[config.mk]
export PLATFORM = sky130hd
export DESIGN_NAME = rec_pingpong_ctrl_flat
export DESIGN_NICKNAME = d
export VERILOG_FILES = /design/src/rtl/rec_pkg.sv /design/src/rtl/rec_pingpong_ctrl_if.sv /design/src/rtl/sync_bit_n.sv /design/src/rtl/rec_pingpong_ctrl.sv /design/src/flat_wrapper.sv
export SDC_FILE = /design/constraint.sdc
export NUM_CORES = 1
export LEC_CHECK = 0
export CAP_MARGIN = 20
export CORE_MARGIN = 4
export CORE_UTILIZATION = 31
export DETAILED_ROUTE_END_ITERATION = 8
export PLACE_DENSITY = 0.67
export SETUP_SLACK_MARGIN = 0.2
export SKIP_CTS_REPAIR_TIMING = 1
export SYNTH_ARGS = -nofsm -noshare
export SYNTH_HDL_FRONTEND = slang
export SYNTH_SLANG_ARGS = --single-unit
[constraint.sdc]
create_clock -name CLOCK_IO -period 3 [get_ports CLOCK_IO]
set_clock_uncertainty 0.05 [all_clocks]
set_input_delay 0.9 -clock CLOCK_IO [delete_from_list [all_inputs] [get_ports CLOCK_IO]]
set_output_delay 0.9 -clock CLOCK_IO [all_outputs]
set_load 0.01 [all_outputs]
[src/rtl/rec_pkg.sv]
// Shared definitions for the recording ping-pong buffer scheduler:
// controller states, default buffer geometry and the pad value.
package rec_pkg;

  localparam int REC_DEPTH  = 512;
  localparam int REC_ADDR_W = 9;
  localparam int REC_DATA_W = 8;

  localparam logic [REC_DATA_W-1:0] REST_CODE = 8'd0;

  typedef enum logic [2:0] {
    IDLE,
    FILL,
    PAD,
    WAIT_FREE,
    DONE
  } rec_state_t;

endpackage

[src/rtl/rec_pingpong_ctrl_if.sv]
// Buffer write port plus per-buffer drain handshake between the recording
// scheduler (master) and the buffer/SD-writer side (slave).
interface rec_pingpong_ctrl_if import rec_pkg::*; #(
  parameter int ADDR_W = REC_ADDR_W,
  parameter int DATA_W = REC_DATA_W
) ();

  logic [1:0]        buf_we;
  logic [ADDR_W-1:0] buf_addr;
  logic [DATA_W-1:0] buf_wdata;
  logic [1:0]        drain_req;
  logic [1:0]        drain_ack;

  modport master (
    output buf_we, buf_addr, buf_wdata, drain_req,
    input  drain_ack
  );

  modport slave (
    input  buf_we, buf_addr, buf_wdata, drain_req,
    output drain_ack
  );

endinterface

[src/rtl/sync_bit_n.sv]
// Generic single-bit flop-chain synchronizer (SYNC_STAGES >= 2), usable on
// either side of the CLOCK_IO / CLOCK_10 boundary.
module sync_bit_n #(
  parameter int SYNC_STAGES = 2
) (
  input  logic CLOCK_IO,
  input  logic resetn,
  input  logic d,
  output logic q
);

  logic [SYNC_STAGES-1:0] sync_reg;

  always_ff @(posedge CLOCK_IO or negedge resetn) begin
    if (!resetn) begin
      sync_reg <= '0;
    end else begin
      sync_reg <= {sync_reg[SYNC_STAGES-2:0], d};
    end
  end

  assign q = sync_reg[SYNC_STAGES-1];

endmodule

[src/rtl/rec_pingpong_ctrl.sv]
// Recording scheduler: fills two ping-pong sector buffers from note_data,
// zero-pads partial sectors and hands full buffers to the SD writer.
module rec_pingpong_ctrl import rec_pkg::*; #(
  parameter int          DEPTH       = REC_DEPTH,
  parameter int          ADDR_W      = REC_ADDR_W,
  parameter int          DATA_W      = REC_DATA_W,
  parameter logic [15:0] MAX_SECTORS = 16'd4096,
  parameter int          SYNC_STAGES = 2
) (
  input  logic                CLOCK_IO,
  input  logic                resetn,
  input  logic                mode_write,
  input  logic [DATA_W-1:0]   note_data,
  rec_pingpong_ctrl_if.master bus,
  output logic [15:0]         sector_count,
  output logic                overflow,
  output logic                rec_done,
  output logic                busy
);

  rec_state_t        state_reg, state_next;
  logic              active_reg, active_next;
  logic [ADDR_W-1:0] addr_reg, addr_next;
  logic [15:0]       sector_count_reg;
  logic              overflow_reg;
  logic              rec_done_reg;
  logic [1:0]        pending_reg;
  logic [1:0]        drain_req_reg;
  logic [1:0]        ack_s;

  logic              handoff;
  logic [1:0]        buf_we;
  logic [DATA_W-1:0] wdata;
  logic              last_addr;
  logic              at_limit;

  assign last_addr = (addr_reg == ADDR_W'(DEPTH - 1));
  // Widened so a MAX_SECTORS of 16'hFFFF cannot wrap the comparison.
  assign at_limit  = ({1'b0, sector_count_reg} + 17'd1) >= {1'b0, MAX_SECTORS};

  always_comb begin
    state_next  = state_reg;
    active_next = active_reg;
    addr_next   = addr_reg;
    buf_we      = 2'b00;
    wdata       = '0;
    handoff     = 1'b0;

    case (state_reg)
      IDLE: begin
        addr_next = '0;
        if (mode_write && !rec_done_reg && !pending_reg[active_reg]) begin
          state_next = FILL;
        end
      end

      FILL: begin
        // The final slot is always written so a stop on it still yields a full sector.
        if (mode_write || last_addr) begin
          buf_we[active_reg] = 1'b1;
          wdata              = mode_write ? note_data : REST_CODE;
          if (last_addr) begin
            handoff     = 1'b1;
            addr_next   = '0;
            active_next = ~active_reg;
            if (at_limit) begin
              state_next = DONE;
            end else if (pending_reg[~active_reg]) begin
              state_next = WAIT_FREE;
            end else if (!mode_write) begin
              state_next = IDLE;
            end
          end else begin
            addr_next = addr_reg + ADDR_W'(1);
          end
        end else if (addr_reg == '0) begin
          state_next = IDLE;
        end else begin
          state_next = PAD;
        end
      end

      PAD: begin
        buf_we[active_reg] = 1'b1;
        wdata              = REST_CODE;
        if (last_addr) begin
          handoff     = 1'b1;
          addr_next   = '0;
          active_next = ~active_reg;
          state_next  = at_limit ? DONE : IDLE;
        end else begin
          addr_next = addr_reg + ADDR_W'(1);
        end
      end

      WAIT_FREE: begin
        if (!pending_reg[active_reg]) begin
          state_next = mode_write ? FILL : IDLE;
        end
      end

      DONE: begin
      end

      default: begin
        state_next = IDLE;
      end
    endcase
  end

  always_ff @(posedge CLOCK_IO or negedge resetn) begin
    if (!resetn) begin
      state_reg        <= IDLE;
      active_reg       <= 1'b0;
      addr_reg         <= '0;
      sector_count_reg <= '0;
      overflow_reg     <= 1'b0;
      rec_done_reg     <= 1'b0;
    end else begin
      state_reg  <= state_next;
      active_reg <= active_next;
      addr_reg   <= addr_next;
      if (handoff && (sector_count_reg != MAX_SECTORS)) begin
        sector_count_reg <= sector_count_reg + 16'd1;
      end
      if ((state_reg == WAIT_FREE) && mode_write) begin
        overflow_reg <= 1'b1;
      end
      if (state_next == DONE) begin
        rec_done_reg <= 1'b1;
      end
    end
  end

  // Per-buffer 4-phase handshake: req falls on ack, buffer frees when ack falls.
  genvar gi;
  generate
    for (gi = 0; gi < 2; gi++) begin : g_buf
      logic req_reg;
      logic pend_reg;

      sync_bit_n #(
        .SYNC_STAGES(SYNC_STAGES)
      ) u_ack_sync (
        .CLOCK_IO(CLOCK_IO),
        .resetn  (resetn),
        .d       (bus.drain_ack[gi]),
        .q       (ack_s[gi])
      );

      always_ff @(posedge CLOCK_IO or negedge resetn) begin
        if (!resetn) begin
          req_reg  <= 1'b0;
          pend_reg <= 1'b0;
        end else if (handoff && (active_reg == 1'(gi))) begin
          req_reg  <= 1'b1;
          pend_reg <= 1'b1;
        end else if (req_reg) begin
          if (ack_s[gi]) begin
            req_reg <= 1'b0;
          end
        end else if (pend_reg && !ack_s[gi]) begin
          pend_reg <= 1'b0;
        end
      end

      assign drain_req_reg[gi] = req_reg;
      assign pending_reg[gi]   = pend_reg;
    end
  endgenerate

  assign bus.buf_we    = buf_we;
  assign bus.buf_addr  = addr_reg;
  assign bus.buf_wdata = wdata;
  assign bus.drain_req = drain_req_reg;
  assign sector_count  = sector_count_reg;
  assign overflow      = overflow_reg;
  assign rec_done      = rec_done_reg;
  assign busy          = (state_reg != IDLE);

endmodule

[src/flat_wrapper.sv]
// flat-port wrapper written by rule: the top's interface ports become plain ports
module rec_pingpong_ctrl_flat import rec_pkg::*;
#(
  parameter int          DEPTH       = REC_DEPTH,
  parameter int          ADDR_W      = REC_ADDR_W,
  parameter int          DATA_W      = REC_DATA_W,
  parameter logic [15:0] MAX_SECTORS = 16'd4096,
  parameter int          SYNC_STAGES = 2
)
  (CLOCK_IO, resetn, mode_write, note_data, sector_count, overflow, rec_done, busy, bus_buf_we, bus_buf_addr, bus_buf_wdata, bus_drain_req, bus_drain_ack);
  rec_pingpong_ctrl_if #(.ADDR_W(ADDR_W), .DATA_W(DATA_W)) bus_i ();
  input  logic CLOCK_IO;
  input  logic resetn;
  input  logic mode_write;
  input  logic [DATA_W-1:0] note_data;
  output logic [15:0] sector_count;
  output logic overflow;
  output logic rec_done;
  output logic busy;
  output wire logic [$bits(bus_i.buf_we)-1:0] bus_buf_we;
  output wire logic [$bits(bus_i.buf_addr)-1:0] bus_buf_addr;
  output wire logic [$bits(bus_i.buf_wdata)-1:0] bus_buf_wdata;
  output wire logic [$bits(bus_i.drain_req)-1:0] bus_drain_req;
  input wire logic [$bits(bus_i.drain_ack)-1:0] bus_drain_ack;
  assign bus_buf_we = bus_i.buf_we;
  assign bus_buf_addr = bus_i.buf_addr;
  assign bus_buf_wdata = bus_i.buf_wdata;
  assign bus_drain_req = bus_i.drain_req;
  assign bus_i.drain_ack = bus_drain_ack;
  rec_pingpong_ctrl #(.DEPTH(DEPTH), .ADDR_W(ADDR_W), .DATA_W(DATA_W), .MAX_SECTORS(MAX_SECTORS), .SYNC_STAGES(SYNC_STAGES)) u_core (.CLOCK_IO(CLOCK_IO), .resetn(resetn), .mode_write(mode_write), .note_data(note_data), .bus(bus_i), .sector_count(sector_count), .overflow(overflow), .rec_done(rec_done), .busy(busy));
endmodule
Yosys cells after proc, flatten, opt, wreduce, memory -nomap -nowiden
Index checks and enable logic that the tools add are counted.
{"block": "totals", "out_inout_bits": 40, "word_cells": 99, "input_bits": 13, "regBits": 39}
{"block": "classes", "add_sub_neg": 3, "muxes": 44, "order_cmp": 4, "n_eq_ne": 10, "bitwise_logic": 1, "reduce_logical": 25}
{"cell": "3-bit 2-to-1 mux", "count": 9}
{"cell": "9-bit one-hot mux with 3 select lines", "count": 1}
{"cell": "8-bit 2-to-1 mux", "count": 3}
{"cell": "1-bit 2-to-1 mux", "count": 22}
{"cell": "9-bit 2-to-1 mux", "count": 2}
{"cell": "16-bit by 1-bit adder with 17-bit output, second input constant", "count": 1}
{"cell": "17-bit by 13-bit greater-or-equal comparator with 1-bit output, second input constant", "count": 1}
{"cell": "16-bit by 1-bit adder with 16-bit output, second input constant", "count": 1}
{"cell": "16-bit by 13-bit inequality test with 1-bit output, second input constant", "count": 1}
{"cell": "3-bit one-hot mux with 5 select lines", "count": 1}
{"cell": "9-bit by 1-bit adder with 9-bit output, second input constant", "count": 1}
{"cell": "9-bit == test, second input constant", "count": 1}
{"cell": "1-bit logical AND", "count": 9}
{"cell": "9-bit logical NOT", "count": 1}
{"cell": "2-bit AND reduction", "count": 4}
{"cell": "3-bit by 2-bit == test with 1-bit output, second input constant", "count": 2}
{"cell": "3-bit == test, second input constant", "count": 2}
{"cell": "2-bit nonzero test", "count": 3}
{"cell": "3-bit nonzero test", "count": 2}
{"cell": "1-bit logical NOT", "count": 4}
{"cell": "1-bit by 2-bit < comparator with 1-bit output, second input constant", "count": 2}
{"cell": "2-bit 2-to-1 mux", "count": 2}
{"cell": "2-bit inequality test, second input constant", "count": 2}
{"cell": "1-bit one-hot mux with 2 select lines", "count": 2}
{"cell": "8 further kinds", "count": 8}

Longest topological paths before layout
{"block": "logic_depth", "word_depth": 9, "mapped_depth": 11, "ltp_nobuf": 10}

Modules after synthesis
Synthesis repeated with hierarchy kept, for this count alone.
{"block": "hier_totals", "hier_cells": 213, "area_unflattened_um2": 2069.5}
{"module": "rec_pingpong_ctrl", "cells_per_inst": 209, "area_each_um2": 1969.4, "n_inst": 1}
{"module": "sync_bit_n", "cells_per_inst": 2, "area_each_um2": 50.0, "n_inst": 2}

Worst setup path before layout
Ideal clock, no wire load.
{"block": "synth_timing", "path_type": "register to output", "from": "register u_core.addr_reg[0] (netlist: u_core.bus.buf_addr[0])", "to": "output bus_buf_we[1]", "stages_incl_launch_ff": 11, "slack_ps": -61, "arrival_ps": 2111, "t_required_ps": 2050, "path_cell_list": "dfrtp_1 > ha_1 > and3_1 > nand3_1 > nor3_1 > ha_1 > buf_2 > nor2_1 > o21a_1 > nor2_1 > and2_1"}
{"block": "synth_via", "elab_chain_len": 4}
{"element": "start: declaration", "line": "rec_pingpong_ctrl.sv:23", "text": "logic [ADDR_W-1:0] addr_reg, addr_next;"}
{"element": "start signal: assignment", "line": "rec_pingpong_ctrl.sv:122", "text": "addr_reg <= addr_next;"}
{"element": "9-bit == test", "line": "rec_pingpong_ctrl.sv:37", "text": "assign last_addr = (addr_reg == ADDR_W'(DEPTH - 1));"}
{"element": "1-bit logical OR", "line": "rec_pingpong_ctrl.sv:59", "text": "if (mode_write || last_addr) begin"}
{"element": "2-bit 2-to-1 mux", "line": "rec_pingpong_ctrl.sv:59"}
{"element": "2-bit one-hot mux with 2 select lines", "line": "rec_pingpong_ctrl.sv:49", "text": "case (state_reg)"}
{"element": "end: declaration", "line": "flat_wrapper.sv:20", "text": "output wire logic [$bits(bus_i.buf_we)-1:0] bus_buf_we;"}
No other way between the ends.

Final worst setup path
Same ends and word-level chain as after synthesis.

==> impl_metrics.json <==
{
  "synth_commonest_cells": "39 x sky130_fd_sc_hd__dfrtp_1, 22 x sky130_fd_sc_hd__nand2_1, 16 x sky130_fd_sc_hd__nand3_1",
  "clock_sink_count": 39,
  "post_synthesis_cells": 210,
  "crit_type": "register to output port",
  "synth.area.top_cells": "sky130_fd_sc_hd__dfrtp_1 48%, sky130_fd_sc_hd__xnor2_1 6.0%, sky130_fd_sc_hd__nand2_1 4.0%",
  "grt_overflow_total": 0,
  "routabilityCongestion": 0.829,
  "h-tree-depth": 2,
  "placement.io_buffers": 52,
  "clock_power_share_pct": 40.7,
  "grt_max_degree": 24,
  "share_of_synthesized_flip_flops_with_an_asynchronous_set_or_reset_pct": 100,
  "detail_route.wirelength_mm": 5.12,
  "placed_cells_incl_taps": 346,
  "worstHoldPathType": "register to register",
  "violations": "negative setup slack",
  "postSynthNetCount": 228,
  "r2r_cells": 11,
  "terminus_of_the_critical_flop_to_flop_path": "u_core.bus.buf_addr[3]",
  "max-vdd-ir-drop_mv": 0.187,
  "cp.arrival_ns": 2.05,
  "worst_slack_ns": -0.000595,
  "tritoncts.num_buffers": 5,
  "drt_first_pass_iters": 4,
  "post-dp-hpwl_mm": 3.75,
  "source_to_sink_clock_delay_at_the_later_pin_of_the_worst_skew_pair_ns": 0.30,
  "die_height_um": 89.4,
  "core_region_area_um2": 6390,
  "worst-r2r-setup-slack_ns": 0.60,
  "cts_tree": "yes",
  "fin_hold_ws_ns": 0.303,
  "synth.ff_latch_count": 39,
  "power_switching_uw": 214,
  "hold_viol": 0,
  "synthesis.area_um2": 2050,
  "crit_path_max_fanout": 3,
  "max_ffs_per_register": 16,
  "power.density_cell_area_nw_per_um2": 321,
  "ys_warn_count": 0,
  "register_share_of_total_power_pct": 55.9,
  "initial_antenna_violation_count": 0,
  "final-max-slew-violation-count": 0,
  "worst_slew_pin_slew_ns": 0.528,
  "synth-seq-area-share_pct": 47.5,
  "die_area_um2": 7990,
  "dominantRegCellSynth": "sky130_fd_sc_hd__dfrtp_1",
  "final_clock_period_utilization_by_the_worst_path_pct": 100,
  "worst_hold_path.endpoint": "u_core.g_buf[1].u_ack_sync.sync_reg[1]",
  "vias": 1783,
  "finalNonFillerCells": 356,
  "cts-root-buf": "sky130_fd_sc_hd__clkbuf_8",
  "worstReg2RegStart": "u_core.bus.buf_addr[0]",
  "initial_utilization_pct": 32.2,
  "die_w_um": 89.4,
  "antenna_cells": 0,
  "grt_setup_unrepaired": "true",
  "ioPinCount": 53,
  "fmax_ghz": 0.333,
  "synth_top_area_share_pct": 47.5,
  "power.combinational.fraction_pct": 3.4,
  "area_delta_synth_final_pct": 43.6,
  "number_of_vias_per_cell": 5.01,
  "drive_above_1_share_pct": 18.6,
  "via_count_of_the_first_global_routing_pass": 1779,
  "cts.path.max_buffers": 2,
  "finalSetupViolations": 1,
  "most_common_cell_in_the_netlist": "sky130_fd_sc_hd__dfrtp_1",
  "cell_internal_pwr_uw": 732,
  "kind_of_start_point_of_the_critical_path": "register",
  "avgSynthCellArea_um2": 9.78,
  "outcome": "complete, but fails checks",
  "timing.hold.worst_path_depth": 0,
  "setup.worst_path.end_class": "output port",
  "timing.final.crit_period_ns": 3.00,
  "ys_types": 40,
  "post-route-drc-count": 0,
  "overall_global_routing_resource_usage_pct": 13.8,
  "max_slew_margin_pct": 64.8,
  "route.detailed.wl_per_inst_um": 14.4,
  "p_leak_uw": 0.00141,
  "drt-initial-drc-count": 49,
  "detailedPlace.worstSlack_ns": -0.426,
  "route.antenna.remaining_nets": 0,
  "setup-tns-final_ns": -0.000595,
  "worst_hold_startpoint": "u_core.g_buf[1].u_ack_sync.sync_reg[0]",
  "clock_slew_at_the_register_clock_pins_of_the_worst_setup_and_hold_paths_ns": 0.08,
  "finalNetCount": 296,
  "synth_enable_flop_cells": 0,
  "total_power_uw": 946,
  "drv_cap": 0,
  "grt_first_pass_wirelength_mm": 8.56,
  "synth.largest_area_cell": "sky130_fd_sc_hd__dfrtp_1",
  "swShare_pct": 22.6,
  "worst-endpoint-required_ns": 2.05,
  "placementRows": 29
}
==> logic make-up after synthesis <==
family                   count (synthesis)  synth area share, %
AO/OA/AOI/OAI                           29                 9.20
XOR/XNOR                                18                 7.67
adder cells (fa/ha/maj)                  5                 3.05
buffers and inverters                   21                 4.57
flip-flops                              39                 47.5
multiplexers                             4                 2.01
AND/OR/NAND/NOR                         94                 26.0
==> placed cells by master, fill, tap and decap left out, types with 8 or more instances in the layout <==
master and n:
sky130_fd_sc_hd__clkdlybuf4s50_1 40, sky130_fd_sc_hd__dfrtp_1 36, sky130_fd_sc_hd__nand2_1 22, sky130_fd_sc_hd__buf_4 17
sky130_fd_sc_hd__nand3_1 15, sky130_fd_sc_hd__xnor2_1 14, sky130_fd_sc_hd__o21ai_0 13, sky130_fd_sc_hd__inv_1 12
sky130_fd_sc_hd__and3_1 12, sky130_fd_sc_hd__dlymetal6s2s_1 9, sky130_fd_sc_hd__nand4_1 8
==> power groups by stage <==
| stage | combinational [µW] | sequential, µW | clock, µW |
|---|---|---|---|
| 6_report | 32.5 | 529 | 385 |
| 4_1_cts | 33.6 | 529 | 397 |
| 3_3_place_gp | 32.8 | 539 | 0 |
| 3_5_place_dp | 33.4 | 539 | 0 |
| 5_1_grt | 36.4 | 529 | 419 |
| 2_1_floorplan | 3.46 | 539 | 0 |
==> routing by layer <==
layer | GRT usage, % | share of wire (%) | wire [µm]
met4 | 4.87 | 1.0 | 53
met2 | 21.6 | 47 | 2420
met5 | 0 | 0 | 0
met1 | 18.4 | 47 | 2400
met3 | 3.78 | 4.9 | 250
==> critical path, cell delays in order, from the launching register on <==
cell and delay, ns:
sky130_fd_sc_hd__dfrtp_2 0.39, sky130_fd_sc_hd__ha_4 0.14, sky130_fd_sc_hd__and3_4 0.19, sky130_fd_sc_hd__nand3_4 0.08
sky130_fd_sc_hd__nor3_2 0.13, sky130_fd_sc_hd__ha_2 0.24, sky130_fd_sc_hd__nor2_4 0.04, sky130_fd_sc_hd__o21a_4 0.23
sky130_fd_sc_hd__nor2_4 0.08, sky130_fd_sc_hd__and2_4 0.15, sky130_fd_sc_hd__buf_6 0.09
==> cell type report <==
| class | count | area (µm²) |
|---|---|---|
| Clock buffer | 6 | 82.6 |
| Timing Repair Buffer | 70 | 673 |
| Multi-Input combinational cell | 150 | 1060 |
| Clock inverter | 2 | 16.3 |
| Tap cell | 77 | 96.3 |
| Inverter | 12 | 45.0 |
| Fill cell | 612 | 3440 |
| Sequential cell | 39 | 980 |
==> through the flow <==
| step | util, % | area, µm² |
|---|---|---|
| after floorplan | - | 2120 |
| after global placement | 43.8 | 2800 |
| after detailed placement | 43.8 | 2800 |
| after CTS | 45.4 | 2900 |
| after global routing | 46.2 | 2950 |
| final | 46.2 | 2950 |
==> worst max path at each step <==
stage / from / to / slack (ns) / cells past startpoint
2_1_floorplan: u_core.bus.buf_addr[1] / bus_buf_we[1] / 0.18 / 10
3_3_place_gp: mode_write / bus_buf_we[1] / -0.44 / 6
3_5_place_dp: mode_write / bus_buf_we[1] / -0.43 / 6
4_1_cts: u_core.bus.buf_addr[1] / bus_buf_we[1] / -0.51 / 10
5_1_grt: u_core.bus.buf_addr[0] / bus_buf_we[1] / -0.05 / 10
6_report: u_core.bus.buf_addr[0] / bus_buf_we[1] / -0.0006 / 10
Power figures use the tool's default switching activity.
